### config.mk
export PLATFORM = sky130hd
export DESIGN_NAME = ps2_rx_fifo
export DESIGN_NICKNAME = d
export VERILOG_FILES = /design/src/rtl/ps2_rx_fifo.sv
export SDC_FILE = /design/constraint.sdc
export NUM_CORES = 1
export LEC_CHECK = 0
export CORE_UTILIZATION = 59
export CTS_CLUSTER_DIAMETER = 80
export DETAILED_ROUTE_END_ITERATION = 16
export PLACE_DENSITY = 0.79
export SYNTH_ARGS = -nofsm -noshare
export SYNTH_HDL_FRONTEND = slang
export SYNTH_SLANG_ARGS = --single-unit
### constraint.sdc
create_clock -name clk -period 3.7 [get_ports clk]
set_clock_uncertainty 0.15 [all_clocks]
set_input_delay 0.74 -clock clk [delete_from_list [all_inputs] [get_ports clk]]
set_output_delay 0.74 -clock clk [all_outputs]
set_load 0.005 [all_outputs]
### src/rtl/ps2_rx_fifo.sv
// PS/2 device-to-host receiver: pin synchronisers, clock glitch filter, frame checker
// with inter-bit timeout, and a first-word fall-through receive FIFO.
module ps2_rx_fifo #(
  parameter int unsigned FILTER_LEN  = 8,
  parameter int unsigned FIFO_DEPTH  = 4,
  parameter int unsigned TIMEOUT_CYC = 20000
) (
  input  logic                        clk,
  input  logic                        reset,
  input  logic                        ps2c,
  input  logic                        ps2d,
  input  logic                        rx_en,
  input  logic                        rd_en,
  output logic [7:0]                  dout,
  output logic                        empty,
  output logic [$clog2(FIFO_DEPTH):0] count,
  output logic                        rx_idle,
  output logic                        frame_err_tick,
  output logic                        parity_err_tick,
  output logic                        timeout_tick,
  output logic                        overflow_tick
);

  localparam int unsigned AW = $clog2(FIFO_DEPTH);
  localparam int unsigned TW = $clog2(TIMEOUT_CYC + 1);
  localparam logic [TW-1:0] TIMEOUT_VAL = TW'(TIMEOUT_CYC);
  localparam logic [AW:0]   FULL_VAL    = (AW + 1)'(FIFO_DEPTH);

  typedef enum logic [1:0] {StIdle, StShift, StCheck} state_e;

  logic                  r_c_meta, r_c_sync, r_d_meta, r_d_sync;
  logic [FILTER_LEN-1:0] r_filt;
  logic                  r_fclk;
  state_e                r_state;
  logic [9:0]            r_shift;
  logic [3:0]            r_nbits;
  logic [TW-1:0]         r_timer;
  logic [7:0]            r_mem [FIFO_DEPTH];
  logic [AW-1:0]         r_wptr, r_rptr;
  logic [AW:0]           r_count;

  logic                  w_fclk_next, w_fall;
  state_e                w_state_next;
  logic [9:0]            w_shift_next;
  logic [3:0]            w_nbits_next;
  logic [TW-1:0]         w_timer_next;
  logic                  w_frame_err, w_parity_err, w_timeout, w_good;
  logic                  w_full, w_push, w_pop;

  // Filtered clock only moves when the whole window agrees; anything shorter is a glitch.
  always_comb begin
    w_fclk_next = r_fclk;
    if (&r_filt)       w_fclk_next = 1'b1;
    else if (~|r_filt) w_fclk_next = 1'b0;
  end

  assign w_fall = r_fclk & ~w_fclk_next;

  always_ff @(posedge clk) begin
    if (reset) begin
      r_c_meta <= 1'b1;
      r_c_sync <= 1'b1;
      r_d_meta <= 1'b1;
      r_d_sync <= 1'b1;
      r_filt   <= '1;
      r_fclk   <= 1'b1;
    end else begin
      r_c_meta <= ps2c;
      r_c_sync <= r_c_meta;
      r_d_meta <= ps2d;
      r_d_sync <= r_d_meta;
      r_filt   <= {r_filt[FILTER_LEN-2:0], r_c_sync};
      r_fclk   <= w_fclk_next;
    end
  end

  always_comb begin
    w_state_next = r_state;
    w_shift_next = r_shift;
    w_nbits_next = r_nbits;
    w_timer_next = r_timer;
    w_frame_err  = 1'b0;
    w_parity_err = 1'b0;
    w_timeout    = 1'b0;
    w_good       = 1'b0;
    unique case (r_state)
      StIdle: begin
        if (w_fall && rx_en) begin
          if (r_d_sync) begin
            w_frame_err = 1'b1;
          end else begin
            w_nbits_next = '0;
            w_timer_next = '0;
            w_state_next = StShift;
          end
        end
      end
      StShift: begin
        if (w_fall) begin
          w_shift_next = {r_d_sync, r_shift[9:1]};
          w_timer_next = '0;
          if (r_nbits == 4'd9) w_state_next = StCheck;
          else                 w_nbits_next = r_nbits + 4'd1;
        end else if (r_timer == TIMEOUT_VAL) begin
          w_timeout    = 1'b1;
          w_state_next = StIdle;
        end else begin
          w_timer_next = r_timer + 1'b1;
        end
      end
      StCheck: begin
        // r_shift = {stop, parity, data[7:0]}
        w_state_next = StIdle;
        if (!r_shift[9])          w_frame_err  = 1'b1;
        else if (!(^r_shift[8:0])) w_parity_err = 1'b1;
        else                      w_good       = 1'b1;
      end
      default: w_state_next = StIdle;
    endcase
  end

  always_ff @(posedge clk) begin
    if (reset) begin
      r_state <= StIdle;
      r_shift <= '0;
      r_nbits <= '0;
      r_timer <= '0;
    end else begin
      r_state <= w_state_next;
      r_shift <= w_shift_next;
      r_nbits <= w_nbits_next;
      r_timer <= w_timer_next;
    end
  end

  // A full FIFO still accepts a push when the consumer pops in the same cycle.
  assign w_full = (r_count == FULL_VAL);
  assign w_pop  = rd_en & ~empty & ~reset;
  assign w_push = w_good & (~w_full | rd_en) & ~reset;

  always_ff @(posedge clk) begin
    if (reset) begin
      r_wptr  <= '0;
      r_rptr  <= '0;
      r_count <= '0;
    end else begin
      if (w_push) r_wptr <= r_wptr + 1'b1;
      if (w_pop)  r_rptr <= r_rptr + 1'b1;
      if (w_push && !w_pop)      r_count <= r_count + 1'b1;
      else if (!w_push && w_pop) r_count <= r_count - 1'b1;
    end
  end

  always_ff @(posedge clk) begin
    if (w_push) r_mem[r_wptr] <= r_shift[7:0];
  end

  assign empty           = (r_count == '0);
  assign count           = r_count;
  assign dout            = empty ? 8'h00 : r_mem[r_rptr];
  assign rx_idle         = (r_state == StIdle);
  assign frame_err_tick  = w_frame_err & ~reset;
  assign parity_err_tick = w_parity_err & ~reset;
  assign timeout_tick    = w_timeout & ~reset;
  assign overflow_tick   = w_good & w_full & ~rd_en & ~reset;

endmodule

==> metrics, run 1 <==
Worst R2R Start r_shift[3]; WL final 6950 um; Die X-Extent 82.0 um; clock latency on the worst-skew pair 0.35 ns; share of cells above drive strength 1 12.1%; Rows 28; final period utilization 89.7%; pwr/cell area 404 nW/um^2; FF+latch count, synth 85; most used cell, CP clkdlybuf4s50_1; R2R Path End count[2]; Chip Height 82.0 um; RSZ-0062 raised after global routing false; Required @ worst endpoint 2.81 ns; Final Wtd Congestion 0.856; synthesized instance count 347; synthesized cell area 3770 sq um; Syn Nets 363; Logic pwr share 1.2%; reg2reg path depth 11; Critical path origin rd_en; initial antenna violation count 0; Setup crit end overflow_tick; maximum vdd drop 0.000276 V; starting DRC count in detailed routing 128; WP data arrival 2.43 ns; synth top area cells dfxtp_1 (28%), edfxtp_1 (25%), mux4_2 (4.8%); sequential fraction of the synthesis area 53.6%; critical path, cell by cell clkdlybuf4s50_1 > or4b_2 > nor2_1 > clkdlybuf4s50_1; most common cell in the synthesized netlist dfxtp_1; outcome completed; initial core utilization 62.3%; WL/cell 15.5 um; Cell variety after synth 49; cell internal pwr 0.00139 W; Post-synth EDFFs 32; first-pass GRT wire length 11400 um; Synth area leader dfxtp_1; Vias 2600; prevailing post-synth register cell dfxtp_1; post-route cell area 4270 sq um; setup TNS 0 ns; clock sink total 85; Flop pwr share 56.1%; worst setup path category in -> out; switching portion of total power 19.2%; number of CTS-inserted buffers 9; Final Non-Filler Cells 447; register area 2020 sq um; fmax 301 MHz; TritonCTS clock tree yes; critical path capture point type output port; CP max stage cell or4b_2; DRT antenna net count 0; Area Overhead vs Synth 13.1%; Pwr Total 0.00172 W; clock slew at reported path FFs 0.08 ns; I/O Buffers 22; DP Area 4040 sq um; Synth Warn # 0; max-slew violation count 0; Final setup viols 0; H-tree levels 3; Hold Fails Final Rpt 0; slowest cell delay on critical path 0.63 ns; max cap viols 0; Synth top area share 28.1%; clock root buffer clkbuf_8; Multi-input gate area 1640 sq um; Psw 0.000331 W; Slew HR 42.9%; Via density 5.82; Core ar. 6060 sq um; # IOs 23; Placed Instances 431; Post-synth ARST share 0%; Post-DP HPWL 4630 um; critical path launch point type primary input; WHS 0.267 ns; syn avg cell area 10.9 sq um; Initial DRT Pass Iterations 4; GRT Util Overall 23.0%; min Tclk post-route 3.32 ns; Worst-Margin Slew 0.853 ns; LEAKAGE 1.54 nW; Setup Fix Bufs, Post-CTS 0; worst-path maximum fanout 3; Hold Path Class reg -> reg; synth cell count leaders dfxtp_1 (53), nor2_1 (38), edfxtp_1 (32); DR DRC count 0; die footprint 6720 sq um; largest net degree at the start of global routing 33; reg2reg setup slack 0.46 ns; cts repair resizes 0; fillcell total 440; Clock power frac 42.8%; vias in the first global route 2413; worst-case clock buffer depth 2; ant diodes 0; # hold bufs at CTS 0; total grt overflow 0; Final #Nets 383
sequential cells by signal, summed over array words and instances, names as in the netlist, named ones only:
register  cells
r_filt        8
r_mem        32
r_fclk        1
r_wptr        2
count         3
r_state       2
r_d_sync      1
r_d_meta      1
r_c_sync      1
r_c_meta      1
r_nbits       4
r_rptr        2
r_shift      10
r_timer      15
worst min path at each step:
stage | startpoint | endpoint | slack (ns) | depth (start not counted)
CTS | r_d_meta | r_d_sync | 0.27 | 1
global placement | r_c_meta | r_c_sync | 0.24 | 1
floorplan | r_c_meta | r_c_sync | 0.24 | 1
global route | r_c_meta | r_c_sync | 0.30 | 1
detailed placement | r_d_meta | r_d_sync | 0.25 | 1
finish | r_d_meta | r_d_sync | 0.27 | 1
layout make-up:
class | instances | share of cell area (%)
tap | 75 | 2.20
clock inverter | 3 | 1.61
timing repair buffer | 24 | 5.39
sequential | 85 | 47.4
inverter | 14 | 1.23
multi-input combinational | 233 | 38.5
clock buffer | 13 | 3.72
placed cells by master, fill, tap and decap left out, types with 3 or more instances in the layout:
master,count
edfxtp_1,32
nand3b_1,6
mux2i_1,11
dfxtp_1,53
o21ai_0,12
nand2b_1,3
nand3_1,7
or2_2,13
clkdlybuf4s50_1,21
a21oi_1,25
or3_1,6
mux4_2,8
xnor2_1,5
nor4_1,3
clkbuf_8,11
a31oi_1,3
ha_1,9
nand2_1,20
nor4b_1,4
xor2_1,5
nand4_1,5
nor2_1,38
nor3_1,8
inv_1,14
and2_1,10
cell families (layout without fill, tap and decap cells):
| kind of cell | count (synthesis) | in the layout | synth area share, % |
|---|---|---|---|
| buf+inv | 29 | 54 | 2.92 |
| xor+xnor | 11 | 11 | 2.92 |
| simple gates | 142 | 142 | 21.5 |
| compound gates | 50 | 50 | 7.56 |
| flops | 85 | 85 | 53.6 |
| mux | 20 | 20 | 7.99 |
| fa+ha+maj | 10 | 10 | 3.51 |
layer usage:
layer,GRT usage (%),up-vias,wire length (um),part of all wire (%)
met4,9.82,0,50,0.72
met2,37.9,50,3480,50
met3,5.78,5,281,4.0
met5,0,-,0,0
li1,-,1288,-,-
met1,28.4,1257,3130,45
power by group through the flow:
stage	logic [W]	registers (W)	clock network, W
floorplan	0.0000113	0.000987	0
detailed placement	0.0000200	0.000988	0
finish	0.0000200	0.000966	0.000737
global placement	0.0000197	0.000988	0
global route	0.0000218	0.000967	0.000787
CTS	0.0000201	0.000966	0.000748
worst max-delay path: cells and delay by family:
family / cells / cell delay (ns)
simple gates: 2 / 0.75
buf+inv: 2 / 0.93
per-stage QoR:
step,setup slack [ns],util (%)
finish,0.379,70.4
CTS,0.363,70.4
detailed placement,0.312,66.7
global placement,0.387,66.7
global route,0.160,70.4
floorplan,0.819,-
Note: power is estimated with default switching activity, not from simulation.
==> inputs of run 2 (changes only) <==
--- a/config.mk
+++ b/config.mk
@@ -5,6 +5,7 @@
 export SDC_FILE = /design/constraint.sdc
 export NUM_CORES = 1
 export LEC_CHECK = 0
+export ABC_AREA = 1
 export CORE_UTILIZATION = 59
 export CTS_CLUSTER_DIAMETER = 80
 export DETAILED_ROUTE_END_ITERATION = 16
==> run 2 against run 1 <==
Net effect: clock power shrank 15%; largest cell class unchanged; count of clock-buffer cells in the layout shrank 1; flip-flop and latch count is the same; die area grew 9.0%; design area grew 7.7%; highest routed layer unchanged; utilization shrank 2.4 points; critical path depth is the same; synthesized cell count grew 44%.
==> metrics, run 2 <==
initial antenna violation count 0 (unchanged); Hold Path Class reg -> reg; Synth area leader dfxtp_1; Vias 3226 (+24%); Synth Warn # 0 (unchanged); cts repair resizes 0 (unchanged); WP data arrival 2.32 ns (-0.11 ns); Area Overhead vs Synth 11.4%; Hold Fails Final Rpt 0 (unchanged); synth cell count leaders nor2_1 (85), nand2_1 (83), dfxtp_1 (53); post-route cell area 4590 sq um (+7.7%); worst-case clock buffer depth 2 (unchanged); switching portion of total power 21.2% (+2.0 points); Cell variety after synth 34 (-31%); worst setup path category in -> out; DR DRC count 0 (unchanged); fillcell total 543 (+23%); Post-DP HPWL 5630 um (+22%); FF+latch count, synth 85 (unchanged); Post-Synth Adder-Cell Area 3.22% (-0.30 points); first-pass GRT wire length 13300 um (+17%); Required @ worst endpoint 2.81 ns (about the same); clock latency on the worst-skew pair 0.35 ns (about the same); Final setup viols 0 (unchanged); setup TNS 0 ns (unchanged); Die X-Extent 85.6 um (+4.4%); max-slew violation count 0 (unchanged); prevailing post-synth register cell dfxtp_1; worst-path maximum fanout 33 (+30); WL/cell 12.8 um (-18%); Initial DRT Pass Iterations 4 (unchanged); xor/xnor share of the synthesized area 0.850% (-2.1 points); Setup crit end timeout_tick; WL final 7800 um (+12%); Setup Fix Bufs, Post-CTS 0 (unchanged); maximum vdd drop 0.000244 V (-11%); # IOs 23 (unchanged); Chip Height 85.6 um (+4.4%); synthesized cell area 4120 sq um (+9.3%); Via density 5.29 (-9.1%); critical path capture point type output port; Flop pwr share 59.5% (+3.4 points); fmax 311 MHz (+3.3%); total grt overflow 0 (unchanged); Final Util 68.0% (-2.4 points); R2R Path End count[2]; Syn Nets 517 (+42%); Compound-Gate Fraction of Synth Area 11.0% (+3.5 points); syn avg cell area 8.23 sq um (-24%); initial core utilization 61.0% (-1.2 points); Worst R2R Start r_shift[3]; max cap viols 0 (unchanged); clock slew at reported path FFs 0.08 ns (about the same); clock sink total 85 (unchanged); RSZ-0062 raised after global routing false; LEAKAGE 1.71 nW (+11%); Post-synth ARST share 0% (unchanged); most common cell in the synthesized netlist nor2_1; Top Registers r_mem: 32 flops, r_timer: 15 flops, r_shift: 10 flops; Core ar. 6760 sq um (+11%); Final Non-Filler Cells 610 (+36%); sequential fraction of the synthesis area 49.0% (-4.5 points); Pwr Total 0.00162 W (-5.8%); synth top area cells dfxtp_1 (26%), edfxtp_1 (23%), nor2_1 (7.7%); DRT antenna net count 0 (unchanged); max reg flops 32 (unchanged); outcome completed; die footprint 7330 sq um (+9.0%); starting DRC count in detailed routing 161 (+26%); GRT Util Overall 23.2% (+0.19 points); area share of and/or/nand/nor cells after synthesis 29.4% (+7.9 points); Clock power frac 38.8% (-4.0 points); Psw 0.000343 W (+3.9%); clock root buffer clkbuf_8; synthesized instance count 501 (+44%); Post-synth EDFFs 32 (unchanged); Critical path origin reset; Rows 30 (+7.1%); largest family of logic cells by synthesized area simple AND/OR/NAND/NOR gates; critical path launch point type primary input; pwr/cell area 353 nW/um^2 (-12%); most frequent cells in the layout nor2_1 (85), nand2_1 (83), dfxtp_1 (53); cell internal pwr 0.00128 W (-8.1%); DP Area 4400 sq um (+8.9%); Slew HR 52.8% (+9.8 points); Most flops, register r_mem; I/O Buffers 22 (unchanged); # hold bufs at CTS 0 (unchanged); Placed Instances 594 (+38%); worst hold start r_d_meta; Worst-Margin Slew 0.706 ns (-0.147 ns); Synth top area share 25.7% (-2.4 points); number of CTS-inserted buffers 9 (unchanged); most common cell after layout, fill and taps aside nor2_1; min Tclk post-route 3.21 ns (-0.106 ns); vias in the first global route 3049 (+26%); Logic pwr share 1.7% (+0.5 points); reg2reg path depth 14 (+3); ant diodes 0 (unchanged); largest net degree at the start of global routing 34 (+3.0%); Final #Nets 541 (+41%); mux cell area share after synthesis 0% (-8.0 points); TritonCTS clock tree yes; H-tree levels 3 (unchanged); share of cells above drive strength 1 14.2% (+2.1 points); reg2reg setup slack 0.91 ns (+0.45 ns); Final Wtd Congestion 0.957 (+12%); final period utilization 86.9% (-2.9 points)
run 2: worst min path at each step:
stage / to / slack [ns] / cells past startpoint
after global placement: r_d_sync / 0.24 / 1
after global routing: r_d_sync / 0.28 / 1
after detailed placement: r_filt[0] / 0.25 / 1
after CTS: r_d_sync / 0.26 / 1
final: r_d_sync / 0.26 / 1
after floorplan: r_c_sync / 0.24 / 1
run 2: cell type report:
cell class              instances  area, sq um  share of cell area, %
clock inverters                 4         28.8                  0.626
multi-input cells             351         1840                   40.0
repair buffers                 25          243                   5.28
flip-flops and latches         85         2020                   44.0
well taps                      80          100                   2.18
clock buffers                  12          166                   3.62
inverters                      53          199                   4.33
run 2: worst max-delay path: stages:
cell and delay (ns):
clkdlybuf4s50_1 0.42, buf_4 0.25, nor4_1 0.34, clkdlybuf4s50_1 0.56
run 2: routing by layer:
metal  part of all wire, %  global-route usage (%)  vias up
met4                  0.73                    7.58        0
met5                     0                       0        -
met1                    46                    27.9     1458
met3                   4.4                    5.20        4
met2                    49                    41.1       75
li1                      -                       -     1689
run 2: power groups by stage:
stage	Clock, W	Sequential, W	Combinational [W]
after global placement	0	0.000987	0.0000275
after CTS	0.000646	0.000966	0.0000281
after global routing	0.000688	0.000966	0.0000308
final	0.000630	0.000965	0.0000280
after floorplan	0	0.000987	0.0000167
after detailed placement	0	0.000987	0.0000281
run 2: logic make-up (layout without fill, tap and decap cells):
| logic type | Yosys count | in the layout |
|---|---|---|
| compound gates | 81 | 81 |
| fa+ha+maj | 10 | 10 |
| buf+inv | 65 | 94 |
| flops | 85 | 85 |
| xor+xnor | 4 | 4 |
| simple gates | 256 | 256 |
run 2: per-stage QoR:
stage	worst slack, ns	hold slack [ns]
after floorplan	1.07	0.239
after global placement	0.449	0.242
after detailed placement	0.369	0.247
after global routing	0.415	0.276
after CTS	0.480	0.258
final	0.486	0.262
